**src/rtl/leaf_arb_pkg.sv**
```systemverilog
// Shared types and constants for the leaf output arbiter.
package leaf_arb_pkg;

  typedef enum logic {
    IDLE  = 1'b0,
    GRANT = 1'b1
  } arb_state_e;

  localparam int unsigned DEFAULT_PAYLOAD_BITS = 32;
  localparam int unsigned DEFAULT_BURST_LEN    = 16;

  // Ceiling log2; returns 0 for values 0 and 1.
  function automatic int unsigned clog2(input int unsigned value);
    int unsigned result;
    result = 0;
    for (int unsigned i = 0; i < 32; i++) begin
      if ((64'd1 << i) < 64'(value)) result = i + 1;
    end
    return result;
  endfunction

endpackage

```
**src/rtl/leaf_arb_skid_fifo.sv**
```systemverilog
// Two-entry output buffer; the head entry drives the leaf_interface outputs directly from flops.
module leaf_arb_skid_fifo #(
  parameter int unsigned WIDTH = 34
) (
  input  logic             clk,
  input  logic             reset,
  input  logic             push,
  input  logic [WIDTH-1:0] push_data,
  input  logic             pop,
  output logic [WIDTH-1:0] head_data,
  output logic [1:0]       count,
  output logic             empty
);

  logic [WIDTH-1:0] mem_q [2];
  logic [WIDTH-1:0] mem_d [2];
  logic             rd_ptr_q, rd_ptr_d;
  logic             wr_ptr_q, wr_ptr_d;
  logic [1:0]       count_q, count_d;
  logic             do_push, do_pop;

  always_comb begin
    mem_d[0] = mem_q[0];
    mem_d[1] = mem_q[1];
    rd_ptr_d = rd_ptr_q;
    wr_ptr_d = wr_ptr_q;
    count_d  = count_q;
    do_push  = push && (count_q != 2'd2);
    do_pop   = pop && (count_q != 2'd0);

    if (do_push) begin
      mem_d[wr_ptr_q] = push_data;
      wr_ptr_d        = ~wr_ptr_q;
    end
    if (do_pop) rd_ptr_d = ~rd_ptr_q;

    unique case ({do_push, do_pop})
      2'b10:   count_d = count_q + 2'd1;
      2'b01:   count_d = count_q - 2'd1;
      default: count_d = count_q;
    endcase
  end

  always_ff @(posedge clk) begin
    if (reset) begin
      mem_q[0] <= '0;
      mem_q[1] <= '0;
      rd_ptr_q <= 1'b0;
      wr_ptr_q <= 1'b0;
      count_q  <= '0;
    end else begin
      mem_q[0] <= mem_d[0];
      mem_q[1] <= mem_d[1];
      rd_ptr_q <= rd_ptr_d;
      wr_ptr_q <= wr_ptr_d;
      count_q  <= count_d;
    end
  end

  assign head_data = mem_q[rd_ptr_q];
  assign count     = count_q;
  assign empty     = (count_q == 2'd0);

endmodule

```
**src/rtl/leaf_out_arbiter.sv**
```systemverilog
// Round-robin, burst-bounded arbiter sharing one leaf_interface output port between
// NUM_REQ kernel streams; each beat is tagged with its source requester index.
module leaf_out_arbiter
  import leaf_arb_pkg::*;
#(
  parameter int unsigned NUM_REQ      = 4,
  parameter int unsigned PAYLOAD_BITS = DEFAULT_PAYLOAD_BITS,
  parameter int unsigned BURST_LEN    = DEFAULT_BURST_LEN,
  parameter int unsigned REQ_ID_BITS  = 2
) (
  input  logic                            clk,
  input  logic                            reset,
  input  logic [NUM_REQ*PAYLOAD_BITS-1:0] din_user2arb,
  input  logic [NUM_REQ-1:0]              vld_user2arb,
  output logic [NUM_REQ-1:0]              ack_arb2user,
  output logic [PAYLOAD_BITS-1:0]         dout_arb2interface,
  output logic [REQ_ID_BITS-1:0]          id_arb2interface,
  output logic                            vld_arb2interface,
  input  logic                            ack_interface2arb,
  output logic                            busy
);

  localparam int unsigned CNT_BITS   = (clog2(BURST_LEN) < 1) ? 1 : clog2(BURST_LEN);
  localparam int unsigned ENTRY_BITS = PAYLOAD_BITS + REQ_ID_BITS;
  localparam logic [CNT_BITS-1:0]    LAST_BEAT = CNT_BITS'(BURST_LEN - 1);
  localparam logic [REQ_ID_BITS-1:0] LAST_REQ  = REQ_ID_BITS'(NUM_REQ - 1);
  localparam logic [REQ_ID_BITS:0]   NUM_REQ_W = (REQ_ID_BITS + 1)'(NUM_REQ);

  arb_state_e                state_q, state_d;
  logic [REQ_ID_BITS-1:0]    rr_ptr_q, rr_ptr_d;
  logic [REQ_ID_BITS-1:0]    gnt_q, gnt_d;
  logic [CNT_BITS-1:0]       beat_cnt_q, beat_cnt_d;

  logic [REQ_ID_BITS-1:0]    pick;
  logic                      pick_valid;
  logic [REQ_ID_BITS:0]      scan_sum;
  logic [REQ_ID_BITS-1:0]    scan_id;

  logic                      gnt_vld, gnt_ack, accept;
  logic [PAYLOAD_BITS-1:0]   gnt_payload;

  logic [1:0]                buf_count;
  logic                      buf_empty;
  logic [ENTRY_BITS-1:0]     buf_head;

  // First valid requester scanning rr_ptr, rr_ptr+1, ... modulo NUM_REQ.
  always_comb begin
    pick       = '0;
    pick_valid = 1'b0;
    scan_sum   = '0;
    scan_id    = '0;
    for (int unsigned i = 0; i < NUM_REQ; i++) begin
      scan_sum = {1'b0, rr_ptr_q} + (REQ_ID_BITS + 1)'(i);
      if (scan_sum >= NUM_REQ_W) scan_sum = scan_sum - NUM_REQ_W;
      scan_id = REQ_ID_BITS'(scan_sum);
      if (!pick_valid && vld_user2arb[scan_id]) begin
        pick       = scan_id;
        pick_valid = 1'b1;
      end
    end
  end

  // Ack depends only on registered state and buffer occupancy.
  always_comb begin
    gnt_vld      = 1'b0;
    gnt_payload  = '0;
    ack_arb2user = '0;
    gnt_ack      = (state_q == GRANT) && (buf_count != 2'd2);
    for (int unsigned i = 0; i < NUM_REQ; i++) begin
      if (gnt_q == REQ_ID_BITS'(i)) begin
        gnt_vld         = vld_user2arb[i];
        gnt_payload     = din_user2arb[i*PAYLOAD_BITS +: PAYLOAD_BITS];
        ack_arb2user[i] = gnt_ack;
      end
    end
    accept = gnt_ack && gnt_vld;
  end

  always_comb begin
    state_d    = state_q;
    rr_ptr_d   = rr_ptr_q;
    gnt_d      = gnt_q;
    beat_cnt_d = beat_cnt_q;
    unique case (state_q)
      IDLE: begin
        if (pick_valid) begin
          gnt_d      = pick;
          beat_cnt_d = '0;
          state_d    = GRANT;
        end
      end
      GRANT: begin
        if ((accept && (beat_cnt_q == LAST_BEAT)) || !gnt_vld) begin
          rr_ptr_d = (gnt_q == LAST_REQ) ? '0 : gnt_q + 1'b1;
          state_d  = IDLE;
        end
        if (accept) beat_cnt_d = beat_cnt_q + 1'b1;
      end
      default: state_d = IDLE;
    endcase
  end

  always_ff @(posedge clk) begin
    if (reset) begin
      state_q    <= IDLE;
      rr_ptr_q   <= '0;
      gnt_q      <= '0;
      beat_cnt_q <= '0;
    end else begin
      state_q    <= state_d;
      rr_ptr_q   <= rr_ptr_d;
      gnt_q      <= gnt_d;
      beat_cnt_q <= beat_cnt_d;
    end
  end

  leaf_arb_skid_fifo #(
    .WIDTH(ENTRY_BITS)
  ) u_out_buf (
    .clk       (clk),
    .reset     (reset),
    .push      (accept),
    .push_data ({gnt_q, gnt_payload}),
    .pop       (!buf_empty && ack_interface2arb),
    .head_data (buf_head),
    .count     (buf_count),
    .empty     (buf_empty)
  );

  assign vld_arb2interface  = !buf_empty;
  assign dout_arb2interface = buf_head[PAYLOAD_BITS-1:0];
  assign id_arb2interface   = buf_head[ENTRY_BITS-1 -: REQ_ID_BITS];
  assign busy               = (state_q == GRANT) || (buf_count != 2'd0);

  // Upstream must hold its payload while it is valid and not yet acknowledged.
  for (genvar g = 0; g < NUM_REQ; g++) begin : g_hold_chk
    a_payload_hold: assert property (@(posedge clk) disable iff (reset)
      (vld_user2arb[g] && !ack_arb2user[g]) |=>
        (!vld_user2arb[g] || $stable(din_user2arb[g*PAYLOAD_BITS +: PAYLOAD_BITS])));
  end

endmodule
```
**config.mk**
```make
export PLATFORM = sky130hd
export DESIGN_NAME = leaf_out_arbiter
export DESIGN_NICKNAME = d
export VERILOG_FILES = /design/src/rtl/leaf_arb_pkg.sv /design/src/rtl/leaf_arb_skid_fifo.sv /design/src/rtl/leaf_out_arbiter.sv
export SDC_FILE = /design/constraint.sdc
export NUM_CORES = 1
export LEC_CHECK = 0
export ABC_CLOCK_PERIOD_IN_PS = 2400
export CORE_ASPECT_RATIO = 0.7
export CORE_MARGIN = 2
export CORE_UTILIZATION = 42
export DETAILED_ROUTE_END_ITERATION = 12
export PLACE_DENSITY_LB_ADDON = 0.15
export SLEW_MARGIN = 20
export SYNTH_ARGS = -nofsm -noshare
export SYNTH_HDL_FRONTEND = slang
export SYNTH_HIERARCHICAL = 1
export SYNTH_SLANG_ARGS = --single-unit
export TNS_END_PERCENT = 1
```
**constraint.sdc**
```tcl
create_clock -name clk -period 2.4 [get_ports clk]
set_clock_uncertainty 0.1 [all_clocks]
set_input_delay 0.72 -clock clk [delete_from_list [all_inputs] [get_ports clk]]
set_output_delay 0.72 -clock clk [all_outputs]
set_load 0.01 [all_outputs]
```
==> results.txt <==
- Result of the run: complete, but fails checks
* Violations in the final reports: negative setup slack
* Combinational group share of total power: 30.9%
- The max-slew violation count is 0.
- Setup repair after global routing could not meet its margin everywhere.
- In this run the worst path has a maximum fanout of 5.
* Total detailed-routing wirelength: 14.9 mm
- The synthesized design spends more area on one cell type than any other, namely dfxtp_1.
- In this run the biggest area consumer among cell types represents 32.4% of the synthesized area.
- Data arrival, critical path: 2.64 ns
* Length of routed met3 wiring: 835 um
* Maximum clock rate: 406 MHz
* Clock-pin slew on the worst setup and hold paths: 0.06 ns
- Buffer levels on the longest clock path: 2
- Top_reg_cell synth: dfxtp_1
* Leakage power: 2.97 nW
* Instance count after placement with tap cells included: 907
- Top cells by area in the synthesized netlist: dfxtp_1 32%, nand2b_1 8.8%, nor2b_1 8.4%
* Cells along the critical path: clkdlybuf4s50_1 > nor2b_1 > a211o_1 > nor2_4 > nand2_1 > ha_1 > or3_4 > a21oi_2
- Most frequent cell after synthesis: dfxtp_1
- Global-route wire length before repair: 23.7 mm
- Net count reported at finish: 904
* Number of placement rows: 33
* Met1 Wirelength: 6.95 mm
- Dividing the detail-routed wire length by the instance count gives 16.2 um.
- In this run the number of H-tree levels came out at 3.
* Final setup fails: 1
- Worst min-delay path category: reg -> reg
* Uppermost layer routed: met4
* Reported net switching power: 1.16 mW
* Part of the Yosys area used for sequential elements: 32.4%
* Number of violations of the max-capacitance limit: 0
* CP max stage delay: 0.49 ns
* # IOs: 175
- Hold Violations, Final: 0
- Post-DRT Antenna Nets: 0
* FILL cells: 1,038
- Yosys printed 6 warnings.
* Number of vias in the routed layout: 4,917
* Startpoint-to-endpoint class of the critical path: in -> reg
- Register bit count reported by yosys: 82
- Tightest slew margin relative to the limit: 56.8%
- After floorplanning, the core was sized to cover 11,700 um2.
- Summed over all layers, the global routing overflow is 0.
- TritonCTS created 9 clock buffers.
- Clock power frac: 32.0%
- Post-route insts no fill: 924
- Maximum vdd drop: 0.393 mV
- TritonCTS built the clock tree.
- The synthesized design contains 0 enable-type register cells.
- Post-route DRC: 0
- Hold buffers post-CTS: 0
- Period utilisation layout: 103%
- Synthesis produced 598 cells.
* Vias in the first global route: 4,896
- Synth top cells by count: 82 x dfxtp_1, 71 x nand2b_1, 68 x nor2b_1
- Via-per-instance ratio: 5.32
- Iteration-0 DRC Markers: 294
- Layout overhead on the synthesized area: 46.0%
* Share of cells above drive strength 1: 13.4%
- In this run, flip-flops and latches consume 37.2% of the power.
- At the pin with the least slew margin, the transition time is 0.648 ns.
- Cell family contributing the most delay on the critical path: simple AND/OR/NAND/NOR gates
- Counting flops with an async set or reset pin after synthesis yields a share of 0%.
- 0 antenna diodes ended up in the layout.
* HPWL after detailed placement: 10.8 mm
* Clock root cell: clkbuf_16
- Post-route worst setup slack: -0.0640 ns
- Entering global routing, the biggest net connects 55 pins.
- Clock Latency Late Sink: 0.34 ns
- Last weighted congestion value of the routability-driven placer: 0.770
* Effective utilization at floorplan: 43.2%
- Registers take 1650 um2.
* Data required time of the worst path: 2.57 ns
- When the netlist entered floorplanning its net count stood at 739.
- Clk sinks: 82
- The multi-input combinational cells in the finished layout cover a total of 3220 um2.
- Width of the die: 135 um
- After routing, the total negative slack on setup checks comes to -0.0640 ns.
- Summing every instance area after synthesis gives 5070 um2.
* Library cells used by synthesis: 45
- Port-buffer cells: 174
* Detailed-router iteration count before antenna repair: 6
- The worst setup path is captured at a register.
* Final min period: 2.46 ns
- Total routing resource utilization after global routing: 22.8%
- Measured along the y axis, the die boundary spans 95.9 um.
- CP max-delay cell: clkdlybuf4s50_1
- The worst setup path is launched from an input port.
- The initial antenna violation count came to 0.
- The internal portion of the total power is 2.85 mW.
* Post-Syn Area per Cell: 8.48 um2
- Together, buffers and inverters on the worst path number 1.
- Area enclosed by the die boundary: 13,000 um2
- Net switching is 29.0% of the power.
- Met2 layer wire length in the routed design: 7.00 mm
* Power density over the cells: 542 nW/um2
==> worst min-delay path, stage by stage, from the launching register on <==
cell,delay (ns)
dfxtp_1,0.30
nand2b_1,0.06
mux2i_1,0.06
==> power groups by stage <==
stage	clock network, mW	logic, mW	registers [mW]
detailed placement	0	1.25	1.52
global placement	0	1.23	1.51
CTS	1.30	1.22	1.49
global route	1.36	1.35	1.50
finish	1.28	1.24	1.49
floorplan	0	0.678	1.51
==> area by class of cell <==
| type | instances | area share (%) |
|---|---|---|
| Clock buffer | 13 | 3.51 |
| Clock inverter | 2 | 0.169 |
| Inverter | 9 | 0.456 |
| Multi-Input combinational cell | 454 | 43.5 |
| Sequential cell | 82 | 22.3 |
| Tap cell | 157 | 2.65 |
| Timing Repair Buffer | 207 | 27.4 |
==> flip-flops by register name, summed over array words and instances (netlist names), named ones only <==
register / cells
beat_cnt_q: 4
state_q: 1
u_out_buf/rd_ptr_q: 1
rr_ptr_q: 2
u_out_buf/wr_ptr_q: 1
u_out_buf/mem_q: 68
gnt_q: 2
u_out_buf/count: 2
==> path summary, 6_finish.rpt <==
kind                                        from                                  end  slack [ns]  cells after the start
max reg2reg                gnt_q[1]$_SDFFE_PP0P_      u_out_buf/count[1]$_SDFFE_PP0P_       -0.03                      9
max                              vld_user2arb[3]      u_out_buf/count[1]$_SDFFE_PP0P_       -0.06                      8
min          u_out_buf/mem_q[1][30]$_SDFFE_PP0P_  u_out_buf/mem_q[1][30]$_SDFFE_PP0P_        0.37                      2
min reg2reg  u_out_buf/mem_q[1][30]$_SDFFE_PP0P_  u_out_buf/mem_q[1][30]$_SDFFE_PP0P_        0.37                      2
==> stage by stage <==
| stage | power (mW) | setup slack (ns) | hold WS (ns) | cell area, um2 | util [%] |
|---|---|---|---|---|---|
| 2_1_floorplan | 2.18 | 0.0271 | 0.345 | 5080 | - |
| 3_3_place_gp | 2.74 | -0.393 | 0.354 | 7070 | 60.3 |
| 3_5_place_dp | 2.77 | -0.452 | 0.367 | 7070 | 60.3 |
| 4_1_cts | 4.01 | -0.167 | 0.376 | 7300 | 62.3 |
| 5_1_grt | 4.21 | -0.139 | 0.401 | 7400 | 63.1 |
| 6_report | 4.01 | -0.0640 | 0.370 | 7400 | 63.1 |
==> cells by family after synthesis <==
group | after synthesis | share of synthesized area, %
adder cells (fa/ha/maj) | 6 | 1.48
flip-flops | 82 | 32.4
XOR/XNOR | 3 | 0.518
AND/OR/NAND/NOR | 215 | 24.7
multiplexers | 69 | 14.5
AO/OA/AOI/OAI | 161 | 20.6
buffers and inverters | 62 | 5.82
==> routing by layer <==
metal | up-vias | global-route usage [%]
li1 | 2466 | -
met1 | 2321 | 28.8
met2 | 113 | 39.6
met3 | 17 | 5.74
met4 | 0 | 5.38
met5 | - | 0
==> layout by cell type (no fill, tap or decap), types with 8 or more instances in the layout <==
cell type,synthesis,routed
clkdlybuf4s50_1,0,132
dfxtp_1,82,79
nand2b_1,71,69
nor2b_1,68,67
nand2_1,39,39
o21ai_0,44,39
o21ai_1,31,36
mux2i_1,35,35
dlygate4sd2_1,0,34
mux2_2,34,34
a221oi_1,31,31
o31ai_1,32,31
buf_4,0,27
a21oi_1,10,9
clkbuf_16,0,9
inv_1,9,8
==> what timing repair did <==
item,in CTS,in global routing
resized for setup,39,25
pin swaps,0,2
buffers inserted,0,2
endpoints found under the setup margin,41,32
Power figures use the tool's default switching activity.
